File: config.mk
export PLATFORM = sky130hd
export DESIGN_NAME = temp_alarm
export DESIGN_NICKNAME = d
export VERILOG_FILES = /design/src/rtl/temp_alarm.sv
export SDC_FILE = /design/constraint.sdc
export NUM_CORES = 1
export LEC_CHECK = 0
export ABC_AREA = 1
export CAP_MARGIN = 20
export CORE_MARGIN = 2
export CORE_UTILIZATION = 50
export CTS_CLUSTER_SIZE = 24
export DETAILED_ROUTE_END_ITERATION = 7
export MAX_ROUTING_LAYER = met4
export PLACE_DENSITY = 0.77
export SLEW_MARGIN = 25
export SYNTH_ARGS = -nofsm -noshare
export SYNTH_HDL_FRONTEND = slang
export SYNTH_SLANG_ARGS = --single-unit
export TNS_END_PERCENT = 100
File: constraint.sdc
create_clock -name clk -period 3.72 [get_ports clk]
set_input_delay 0.744 -clock clk [delete_from_list [all_inputs] [get_ports clk]]
set_output_delay 0.744 -clock clk [all_outputs]
set_load 0.03 [all_outputs]
File: src/rtl/temp_alarm.sv
// temp_alarm: hysteretic over-temperature alarm FSM with persistence filtering and min/max/entry statistics
module temp_alarm #(
  parameter logic [7:0] HI_THRESH = 8'd80,
  parameter logic [7:0] LO_THRESH = 8'd70,
  parameter int PERSIST = 4
) (
  input  logic       clk,
  input  logic       rst,
  input  logic [7:0] promedio,
  input  logic       sample,
  input  logic       clr_stats,
  output logic [1:0] state,
  output logic       alarm,
  output logic [7:0] max_temp,
  output logic [7:0] min_temp,
  output logic [7:0] alarm_count
);
  typedef enum logic [1:0] {NORMAL = 2'b00, PENDING = 2'b01, ALARM = 2'b10, COOLDOWN = 2'b11} state_t;
  localparam logic [3:0] LAST = 4'(PERSIST - 1);
  state_t st;
  logic [3:0] cnt;
  logic hot, cool, last, entry;
  assign hot = promedio >= HI_THRESH;
  assign cool = promedio <= LO_THRESH;
  assign last = cnt == LAST;
  assign entry = sample && st == PENDING && hot && last;
  assign state = st;
  assign alarm = st[1];
  always_ff @(posedge clk or posedge rst) begin
    if (rst) begin
      st <= NORMAL;
      cnt <= 4'd0;
      max_temp <= 8'h00;
      min_temp <= 8'hff;
      alarm_count <= 8'd0;
    end else begin
      if (sample)
        case (st)
          NORMAL: begin
            st <= hot ? PENDING : NORMAL;
            cnt <= hot ? 4'd1 : 4'd0;
          end
          PENDING: begin
            st <= !hot ? NORMAL : last ? ALARM : PENDING;
            cnt <= (!hot || last) ? 4'd0 : cnt + 4'd1;
          end
          ALARM: begin
            st <= cool ? COOLDOWN : ALARM;
            cnt <= cool ? 4'd1 : 4'd0;
          end
          COOLDOWN: begin
            st <= !cool ? ALARM : last ? NORMAL : COOLDOWN;
            cnt <= (!cool || last) ? 4'd0 : cnt + 4'd1;
          end
        endcase
      if (clr_stats) begin
        max_temp <= 8'h00;
        min_temp <= 8'hff;
        alarm_count <= 8'd0;
      end else if (sample) begin
        max_temp <= promedio > max_temp ? promedio : max_temp;
        min_temp <= promedio < min_temp ? promedio : min_temp;
        alarm_count <= (entry && alarm_count != 8'hff) ? alarm_count + 8'd1 : alarm_count;
      end
    end
  end
endmodule

# Yosys cells after proc, flatten, opt, wreduce, memory -nomap -nowiden

Cells that the tools add are included.

Register bits: 30
Bits of input ports: 12

Add/subtract/negate cells: 2
$lt $le $gt $ge: 4
Equality and inequality tests: 5
Muxes and demuxes: 21
Reduce and logical (&&, ||, !) cells: 16

Operators with widths:

| operator            | count |
|---|---|
| $mux 8              | 9 |
| $pmux 4 s4          | 1 |
| $add 8x1->8 const B | 1 |
| $ge 8x7->1 const B  | 1 |
| $gt 8x8->1          | 1 |
| $le 8x7->1 const B  | 1 |
| $lt 8x8->1          | 1 |
| $mux 2              | 4 |
| $mux 4              | 2 |
| $ne 8x8->1 const B  | 1 |
| $pmux 2 s4          | 1 |
| $reduce_bool 2->1   | 4 |
| $reduce_and 2->1    | 3 |
| $add 4x1->4 const B | 1 |
| $eq 2x2->1 const B  | 2 |
| $eq 4x2->1 const B  | 1 |
| $logic_and 1x1->1   | 4 |
| $mux 1              | 4 |
| $eq 2x1->1 const B  | 1 |
| $logic_not 1->1     | 2 |
| $logic_not 2->1     | 1 |
| $logic_or 1x1->1    | 2 |

# Depth between registers and ports, before layout

Gate-level depths: netlist of run 1.

Word-level depth: 8
Gate-level depth with buffers: 12
Depth with buffers taken out: 12

# Worst setup path before layout of run 1

Ideal clock, no wire load.

Path kind: input to register
Start: input port promedio[5]
End: register max_temp[0]
Library setup time: 117 ps
Data arrival time: 1667 ps
Data required time: 3603 ps
Path slack: 1935 ps
Stages on the path: 9
Cell sequence: ha_1 -> a21oi_1 -> nor2_1 -> nor3_1 -> nand2_1 -> nand2_4 -> nor2_8 -> nand2_1 -> nand2_1

Longest elaborated chain between the ends: 3

RTL lines:

| what                               | line | RTL |
|---|---|---|
| from (decl)                        | 9    | `input logic [7:0] promedio,` |
| $gt 8x8->1                         | 61   | `max_temp <= promedio > max_temp ? promedio : max_temp;` |
| $reduce_bool 2->1 (no source line) | n/a  |  |
| $reduce_and 2->1 (no source line)  | n/a  |  |
| to (signal assigned)               | 61   |  |
| to (decl)                          | 14   | `output logic [7:0] max_temp,` |

Every way passes these cells.
A chain may end at the register's enable or synchronous reset.

# Worst setup path after layout of run 1

Start: input port promedio[5]
End: register max_temp[3]

Same word-level chain as after synthesis.

==> results of run 1 <==
## Yosys cell counts (2+ instances only)
cell	n
a21oi_1	8
dfrtp_1	22
dfstp_2	8
ha_1	17
inv_1	30
inv_2	4
nand2_1	81
nand2_2	4
nand3_1	29
nand3b_1	4
nand4_1	2
nor2_1	17
nor2_4	2
nor2_8	2
nor3_1	2
o21ai_0	2
o21ai_2	2
o22ai_1	2
or2_2	4
xnor2_1	3
xor2_1	3
## worst max path at each step
stage,to,cells past startpoint,startpoint,slack (ns)
after floorplan,max_temp[0],9,promedio[5],1.94
after global placement,max_temp[7],10,promedio[5],1.09
after detailed placement,max_temp[3],10,promedio[5],1.07
after CTS,max_temp[3],10,promedio[5],1.37
after global routing,max_temp[4],10,promedio[5],1.27
final,max_temp[3],10,promedio[5],1.37
## layer usage
metal,GRT usage,vias up
li1,-,928
met1,0.279,794
met2,0.337,52
met3,0.0483,4
met4,0.0842,0
met5,-,-
## cells by family after synthesis
group / share of synthesized area
AO/OA/AOI/OAI: 0.0617
XOR/XNOR: 0.0259
adder cells (fa/ha/maj): 0.105
buffers and inverters: 0.0740
flip-flops: 0.375
AND/OR/NAND/NOR: 0.358
## power by group
part	internal (uW)	leakage, uW	switching, uW
clock	151	0.0000455	120
combinational	176	0.000854	268
sequential	389	0.000384	51.8
total	716	0.00128	439
## worst max-delay path, cell delays in order
cell,delay (ns)
clkdlybuf4s50_1,0.64
ha_1,0.30
a21oi_1,0.14
nor2_1,0.05
nor3_1,0.18
nand2_1,0.13
nand2_4,0.15
nor2_8,0.06
nand2_1,0.07
nand2_1,0.05
## area by class of cell
cell class              count  area [um2]
inverters                  35         134
well taps                  50        62.6
flip-flops and latches     30         761
multi-input cells         193        1120
repair buffers             39         388
clock buffers               8        90.1
fillers                   344        1390
## cell usage in the layout, fill, tap and decap left out
| cell type | synthesis | layout |
|---|---|---|
| nor2_8 | 2 | 2 |
| nand3b_1 | 4 | 4 |
| clkdlybuf4s50_1 | 0 | 38 |
| o21ai_1 | 1 | 1 |
| dfrtp_1 | 22 | 22 |
| clkbuf_1 | 1 | 2 |
| nand2_2 | 4 | 4 |
| inv_4 | 1 | 1 |
| nor2_1 | 17 | 17 |
| nand3_1 | 29 | 29 |
| nor2_2 | 1 | 1 |
| o21ai_0 | 2 | 2 |
| xnor2_1 | 3 | 3 |
| a21oi_1 | 8 | 8 |
| nor3_1 | 2 | 2 |
| a21oi_2 | 1 | 1 |
| o22ai_1 | 2 | 2 |
| inv_2 | 4 | 4 |
| nand2_1 | 81 | 81 |
| or2_2 | 4 | 4 |
| o21ai_2 | 2 | 2 |
| clkbuf_8 | 0 | 6 |
| o21ai_4 | 1 | 1 |
| o211ai_1 | 1 | 1 |
| o21a_1 | 1 | 1 |
| nand2_4 | 1 | 1 |
| nor2_4 | 2 | 2 |
| dfstp_2 | 8 | 8 |
| nand4_4 | 1 | 1 |
| inv_1 | 30 | 30 |
| nor3_2 | 1 | 1 |
| buf_4 | 1 | 1 |
| ha_1 | 17 | 17 |
| nand4_1 | 2 | 2 |
| xor2_1 | 3 | 3 |
## sequential cells by signal (all words and copies together) (netlist names)
register / cells
alarm_count: 8
max_temp: 8
min_temp: 8
cnt: 4
state: 2
## metrics by stage
step / cell area [um2] / hold WS [ns] / utilization
5_1_grt: 2550 / 0.492 / 0.647
6_report: 2550 / 0.471 / 0.647
3_3_place_gp: 2460 / 0.461 / 0.625
4_1_cts: 2550 / 0.473 / 0.647
3_5_place_dp: 2460 / 0.463 / 0.625
2_1_floorplan: 2030 / 0.475 / -
==> flow_summary_export.csv, run 1 <==
group,metric,value,unit
synthesis,netlist_area,2030,um2
synthesis,synth_cell_types,34,
routing,dr.max_layer_used,"met4",
layout,insertedDiodeCount,0,
routing,drc,0,
routing,wl_met3,185,um
synthesis,synth_edf_count,0,
timing,fin_tns_setup,0,ns
place,gp_congestion,0.787,
worst_hold_path,hold_depth,2,
timing,timing.slew.headroom,0.536,
global_route,grt_max_degree,27,
clock_network,numCtsBuffers,5,
die,die_h,67.7,um
synthesis,synth_fp_nets,290,
synthesis,synth_ff_type,"dfrtp_1",
critical_path,critPathKind,"input pin to register",
global_route,antenna_found_initial,0,
die,initial_utilization,0.514,
clock_network,clock-root-buffer,"clkbuf_8",
worst_hold_path,hold_end,"min_temp[2]",
place,dp_hpwl,3230,um
critical_path,worstSetupEndpointType,"register",
pwr,peakVddDrop,262,uV
clock_network,cts_tree,"yes",
global_route,grt_pass1_vias,1561,
clock_network,clk_pin_slew,0.06,ns
synthesis,synthCells,261,
critical_path,cp.required,3.89,ns
layout,fin_nets,333,
synthesis,netlist_top_cells_area,"dfrtp_1 27%, nand2_1 15%, ha_1 10%",
global_route,gr-total-overflow,0,
timing,final_hold_viol_count,0,
routing,viasPerCell,5.01,
clock_network,insertion_delay,0.28,ns
clock_network,clock_sinks,30,
timing,fin_crit_sh,0.633,
layout,stdcell_count,355,
timing,min_period,2.35,ns
synthesis,yosysWarnings,0,
critical_path,r2r.worst_path.cells,9,
routing,ant_nets,0,
global_route,grt_usage,0.218,
critical_path,worstPathArrival,2.52,ns
die,die_x,67.7,um
die,die-area,4580,um2
clock_network,cts.htree.levels,2,
timing,rsz0062_at_grt,"false",
job,maxCapViolCount,0,
routing,met2_length,2000,um
synthesis,async_reset_ff_frac,1.00,
layout,area_delta_synth_final,25.8,%
critical_path,cp_max_fo,9,
synthesis,synth.largest_area_cell,"dfrtp_1",
die,rows,23,
critical_path,r2r_start,"min_temp[7]",
clock_network,post_cts_buffers,0,
place,portBuffers,38,
global_route,grt_pass1_wl,7170,um
critical_path,ff2ff_setup_slack,2.01,ns
place,placed_cells,347,
critical_path,crit_path_start_kind,"input pin",
routing,first_pass_iters,4,
pwr,leakage,0.00128,uW
worst_hold_path,hold_path_startpoint,"min_temp[2]",
pwr,power.total,1160,uW
synthesis,ys_seq_elements,30,
timing,finalClockSkew,0.00521,ns
die,ios,39,
routing,dr.first_iter.drc_count,100,
routing,wire_per_inst,12.1,um
synthesis,seq_area_frac_synth,0.375,
timing,setup_viol_count_final,0,
clock_network,cts_hold_buf,0,
clock_network,cts_resized,0,
synthesis,avgSynthCellArea,7.77,um2
routing,met1_length,2090,um
routing,vias,1778,
die,core,3940,um2
layout,drive_gt1_frac,0.131,
worst_hold_path,min_path_type,"register to register",
place,dpl_worst_slack,1.07,ns
pwr,power_density,453,nW/um2
timing,fmax,0.425,GHz
routing,drt-total-wl,4300,um
run_status,outcome,"finished clean",
synthesis,synth_top_area_frac,0.271,
timing,tightest_slew,0.695,ns
timing,finalMaxSlewViolations,0,
critical_path,reg2reg_to,"min_temp[0]",
timing,fin_ws,1.37,ns
clock_network,clockBufferDepth,2,
(Power assumes the default switching activity.)
==> inputs of run 2 (changes only) <==
Settings changed: CORE_UTILIZATION 50 to 47, PLACE_DENSITY 0.77 to 0.76.
Clock period 3.72 ns to 2.12 ns, I/O delays scaled along.
==> run 2 against run 1 <==
  * Global-route usage increased by 0.089 points
  * Critical path depth unchanged
  * Wire length increased by 8.3%
  * Largest cell class unchanged
  * Highest routed layer unchanged
==> flow_summary_export.csv, run 2 (same netlist as run 1, synthesis figures left out) <==
group,metric,value,unit
die,core,4090,um2
pwr,power.combinational.fraction,0.358,
pwr,power_density,861,nW/um2
timing,holdWs,0.470,ns
layout,layout_common_cells,"81 x nand2_1, 38 x clkdlybuf4s50_1, 30 x inv_1",
critical_path,cpMaxStageDelayCell,"clkdlybuf4s50_1",
global_route,antenna_found_initial,0,
worst_hold_path,hold_path_startpoint,"min_temp[6]",
critical_path,worstPathArrival,2.11,ns
timing,tightest_slew,0.376,ns
die,die-area,4860,um2
clock_network,clock_sinks,30,
place,gp_congestion,0.841,
timing,finalClockSkew,0.00686,ns
pwr,p_switching,802,uW
clock_network,cts_hold_buf,0,
pwr,seq_power_share,0.333,
die,initial_utilization,0.496,
routing,wire_per_inst,12.7,um
worst_hold_path,hold_end,"min_temp[6]",
timing,fmax,0.515,GHz
worst_hold_path,min_path_type,"register to register",
timing,rsz0062_at_grt,"false",
place,portBuffers,38,
routing,drt-total-wl,4660,um
place,dpl_worst_slack,-0.0931,ns
clock_network,cts_resized,0,
clock_network,clk_pin_slew,0.06,ns
die,ios,39,
critical_path,critPathKind,"input pin to register",
clock_network,cts_tree,"yes",
critical_path,critPathBufInv,1,
routing,viasPerCell,5.02,
clock_network,clock-root-buffer,"clkbuf_8",
pwr,internal_power,1520,uW
routing,first_pass_iters,4,
pwr,swShare,0.345,
timing,fin_crit_sh,0.916,
clock_network,cts.htree.levels,2,
layout,top_regs,"alarm_count (8), max_temp (8), min_temp (8)",
layout,drive_gt1_frac,0.168,
pwr,peakVddDrop,409,uV
timing,min_period,1.94,ns
global_route,grt_pass1_wl,8380,um
timing,finalMaxSlewViolations,0,
layout,final_common_cell,"nand2_1",
die,die_x,69.7,um
global_route,grt_max_degree,31,
layout,regArea,761,um2
global_route,gr-total-overflow,0,
critical_path,cp_max_fo,9,
die,rows,23,
global_route,grt_usage,0.219,
routing,vias,1839,
clock_network,numCtsBuffers,5,
critical_path,r2r_start,"min_temp[7]",
worst_hold_path,hold_depth,2,
critical_path,crit_path_start_kind,"input pin",
timing,final_hold_viol_count,0,
die,die_h,69.7,um
clock_network,insertion_delay,0.28,ns
critical_path,crit_family,"simple AND/OR/NAND/NOR gates",
critical_path,cp.required,2.29,ns
global_route,grt_pass1_vias,1805,
critical_path,critical-path-max-stage-delay,0.49,ns
layout,insertedDiodeCount,0,
critical_path,reg2reg_to,"min_temp[0]",
critical_path,r2r.worst_path.cells,9,
place,placed_area,2560,um2
routing,drc,0,
layout,area_delta_synth_final,33.1,%
critical_path,crit_top_cell,"nand2_1",
timing,setup_viol_count_final,0,
pwr,leakage,0.00137,uW
routing,dr.first_iter.drc_count,91,
job,maxCapViolCount,0,
routing,ant_nets,0,
run_status,outcome,"finished clean",
layout,fin_nets,344,
critical_path,path_cells,"clkdlybuf4s50_1 -> ha_1 -> a21oi_1 -> nor2_1 -> nor3_1 -> nand2_1 -> nand2_4 -> nor2_8 -> nand2_1 -> nand2_1",
clock_network,clockBufferDepth,2,
critical_path,ff2ff_setup_slack,0.41,ns
timing,timing.slew.headroom,0.749,
clock_network,post_cts_buffers,0,
pwr,power.clock.fraction,0.309,
layout,n_fill_cell,351,
place,dp_hpwl,3540,um
layout,stdcell_area,2700,um2
timing,fin_ws,0.178,ns
layout,multiInputGateArea,1120,um2
critical_path,worstSetupEndpointType,"register",
## run 2: cell count changes in the layout (fill, tap and decap cells not counted)
cell / before / now
buf_4: 1 / 11
bufinv_16: 0 / 2
clkbuf_1: 2 / 0
buf_12: 0 / 1
## run 2: layout make-up
| type | instances | share of cell area |
|---|---|---|
| Inverter | 35 | 0.0496 |
| Tap cell | 50 | 0.0232 |
| Clock buffer | 6 | 0.0306 |
| Clock inverter | 2 | 0.0222 |
| Timing Repair Buffer | 50 | 0.179 |
| Multi-Input combinational cell | 193 | 0.414 |
| Sequential cell | 30 | 0.282 |
## run 2: worst max path at each step
stage | startpoint | to | depth (start not counted)
after floorplan | min_temp[7] | min_temp[0] | 9
after global placement | promedio[5] | max_temp[6] | 10
after detailed placement | promedio[5] | max_temp[6] | 10
after CTS | min_temp[3] | min_temp[3] | 1
after global routing | promedio[3] | max_temp[3] | 10
final | promedio[5] | max_temp[6] | 10
## run 2: worst register-to-register path, cell delays in order, from the launching register on
cell and delay [ns]:
dfstp_2 0.54, inv_1 0.04, ha_1 0.29, a21oi_1 0.15, o21a_1 0.14, nand2_1 0.08
nand2_2 0.11, nand2_2 0.14, nand2_1 0.09, nand2_1 0.05
## run 2: power by group through the flow
stage | registers [uW] | clock network, uW | logic [uW]
after floorplan | 907 | 0 | 394
after global placement | 783 | 0 | 808
after detailed placement | 784 | 0 | 832
after CTS | 775 | 733 | 841
after global routing | 794 | 764 | 925
final | 774 | 719 | 832
## run 2: through the flow
stage               utilization  total power, uW  TNS (ns)  cells
floorplan                     -             1300         0    261
global placement          0.626             1590    -0.320    358
detailed placement        0.626             1620    -0.625    358
CTS                       0.661             2350         0    366
global route              0.661             2480         0    366
finish                    0.661             2320         0    366
## run 2: routing by layer
metal  routed length (um)  part of all wire  track usage
met1                 2290              0.49        0.297
met2                 2080              0.45        0.332
met3                  205             0.044       0.0465
met4                   78             0.017       0.0662
met5                    0                 0            -
==> inputs of run 3 (changes only) <==
Settings changed: CORE_MARGIN 2 to 10.
==> run 3 against run 2 <==
  * Cell area is 1.3% lower
  * Non-clock buffer count decreased by 3
  * Critical path depth decreased by 9
  * Power down 5.7%
  * Clock skew fell by 0.0028 ns
  * Combinational power shrank 2%
  * Global-route usage decreased by 8.1 points
  * Via count down 2.1%
  * Final cell count shrank 0.82%
  * Hold slack better by 0.0025 ns
  * Critical endpoint is now state[1]
  * Largest cell class unchanged
==> flow_summary_export.csv, run 3 (same netlist as run 1, synthesis figures left out) <==
group,metric,value,unit
pwr,peakVddDrop,469,uV
timing,finalMaxSlewViolations,0,
timing,finalClockSkew,0.00407,ns
layout,top_regs,"alarm_count (8), max_temp (8), min_temp (8)",
clock_network,cts_resized,0,
routing,first_pass_iters,4,
place,dp_hpwl,3590,um
die,initial_utilization,0.496,
critical_path,reg2reg_to,"min_temp[4]",
critical_path,crit_path_start_kind,"register",
clock_network,clk_pin_slew,0.06,ns
routing,viasPerCell,4.96,
critical_path,r2r_start,"min_temp[5]",
clock_network,cts_tree,"yes",
global_route,antenna_found_initial,0,
clock_network,post_cts_buffers,0,
timing,final_hold_viol_count,0,
critical_path,crit_family,"buffers and inverters",
timing,tightest_slew,0.591,ns
clock_network,clock_sinks,30,
critical_path,cp_max_fo,7,
clock_network,clockBufferDepth,2,
run_status,outcome,"finished clean",
layout,drive_gt1_frac,0.157,
timing,fmax,0.519,GHz
layout,layout_common_cells,"81 x nand2_1, 38 x clkdlybuf4s50_1, 30 x inv_1",
clock_network,insertion_delay,0.28,ns
routing,drc,0,
global_route,grt_usage,0.138,
critical_path,path_cells,"clkdlybuf4s50_1",
layout,insertedDiodeCount,0,
timing,timing.slew.headroom,0.605,
worst_hold_path,hold_end,"min_temp[0]",
timing,fin_tns_setup,0,ns
routing,dr.first_iter.drc_count,72,
pwr,power_density,823,nW/um2
critical_path,critPathBufInv,1,
pwr,power.total,2190,uW
clock_network,numCtsBuffers,5,
pwr,leakage,0.00134,uW
timing,setup_viol_count_final,0,
place,gp_congestion,0.844,
die,rows,23,
timing,rsz0062_at_grt,"false",
routing,ant_nets,0,
timing,min_period,1.93,ns
die,ios,39,
critical_path,critPathKind,"register to output port",
die,die_h,85.7,um
critical_path,ff2ff_setup_slack,0.37,ns
global_route,grt_pass1_wl,8240,um
timing,holdWs,0.473,ns
clock_network,cts_hold_buf,0,
layout,area_delta_synth_final,31.3,%
worst_hold_path,hold_path_startpoint,"min_temp[0]",
critical_path,startpoint,"state[1]",
critical_path,worstSetupEndpointType,"output port",
layout,fin_util,0.652,
routing,wire_per_inst,12.8,um
worst_hold_path,min_path_type,"register to register",
global_route,grt_pass1_vias,1794,
clock_network,clock-root-buffer,"clkbuf_8",
critical_path,cp.required,1.70,ns
layout,final_common_cell,"nand2_1",
layout,fin_nets,341,
die,core,4090,um2
place,portBuffers,38,
global_route,grt_max_degree,21,
critical_path,cpMaxStageDelayCell,"clkdlybuf4s50_1",
clock_network,cts.htree.levels,2,
die,die_x,85.7,um
critical_path,r2r.worst_path.cells,9,
routing,drt-total-wl,4660,um
die,die-area,7340,um2
critical_path,worstPathArrival,1.50,ns
routing,vias,1800,
worst_hold_path,hold_depth,2,
timing,fin_crit_sh,0.910,
global_route,gr-total-overflow,0,
job,maxCapViolCount,0,
critical_path,critical-path-max-stage-delay,0.73,ns
run 3: cell count changes in the layout (fill, tap and decap cells not counted):
cell / change
buf_4: -4
buf_12: +1
bufinv_16: -1
clkbuf_1: +1
run 3: cell type report:
class	count	area, um2
Clock buffer	7	86.3
Inverter	35	134
Tap cell	50	62.6
Multi-Input combinational cell	193	1120
Fill cell	364	1420
Clock inverter	1	30.0
Timing Repair Buffer	47	473
Sequential cell	30	761
run 3: per-layer routing:
metal | routed length [um] | part of all wire | vias to the layer above | track usage
met5 | 0 | 0 | - | -
met4 | 73 | 0.016 | 0 | 0.0419
met2 | 2040 | 0.44 | 40 | 0.210
li1 | - | - | 933 | -
met3 | 247 | 0.053 | 8 | 0.0416
met1 | 2300 | 0.49 | 819 | 0.171
run 3: how the worst max path moves through the flow:
stage | endpoint | slack (ns) | depth (start not counted)
2_1_floorplan | min_temp[0] | 0.45 | 9
3_3_place_gp | max_temp[1] | -0.02 | 10
3_5_place_dp | max_temp[3] | -0.04 | 10
4_1_cts | min_temp[6] | 0.18 | 1
5_1_grt | max_temp[3] | 0.05 | 10
6_report | state[1] | 0.19 | 1
run 3: report_power, final:
part           switching [uW]  internal [uW]  total [uW]
sequential               91.3            682         773
clock                     220            383         603
combinational             484            333         817
total                     795           1400        2190
run 3: through the flow:
stage | instances | cell area, um2 | setup slack (ns)
after floorplan | 261 | 2030 | 0.452
after global placement | 355 | 2550 | -0.0244
after detailed placement | 355 | 2550 | -0.0425
after CTS | 363 | 2660 | 0.184
after global routing | 363 | 2660 | 0.0527
final | 363 | 2660 | 0.191
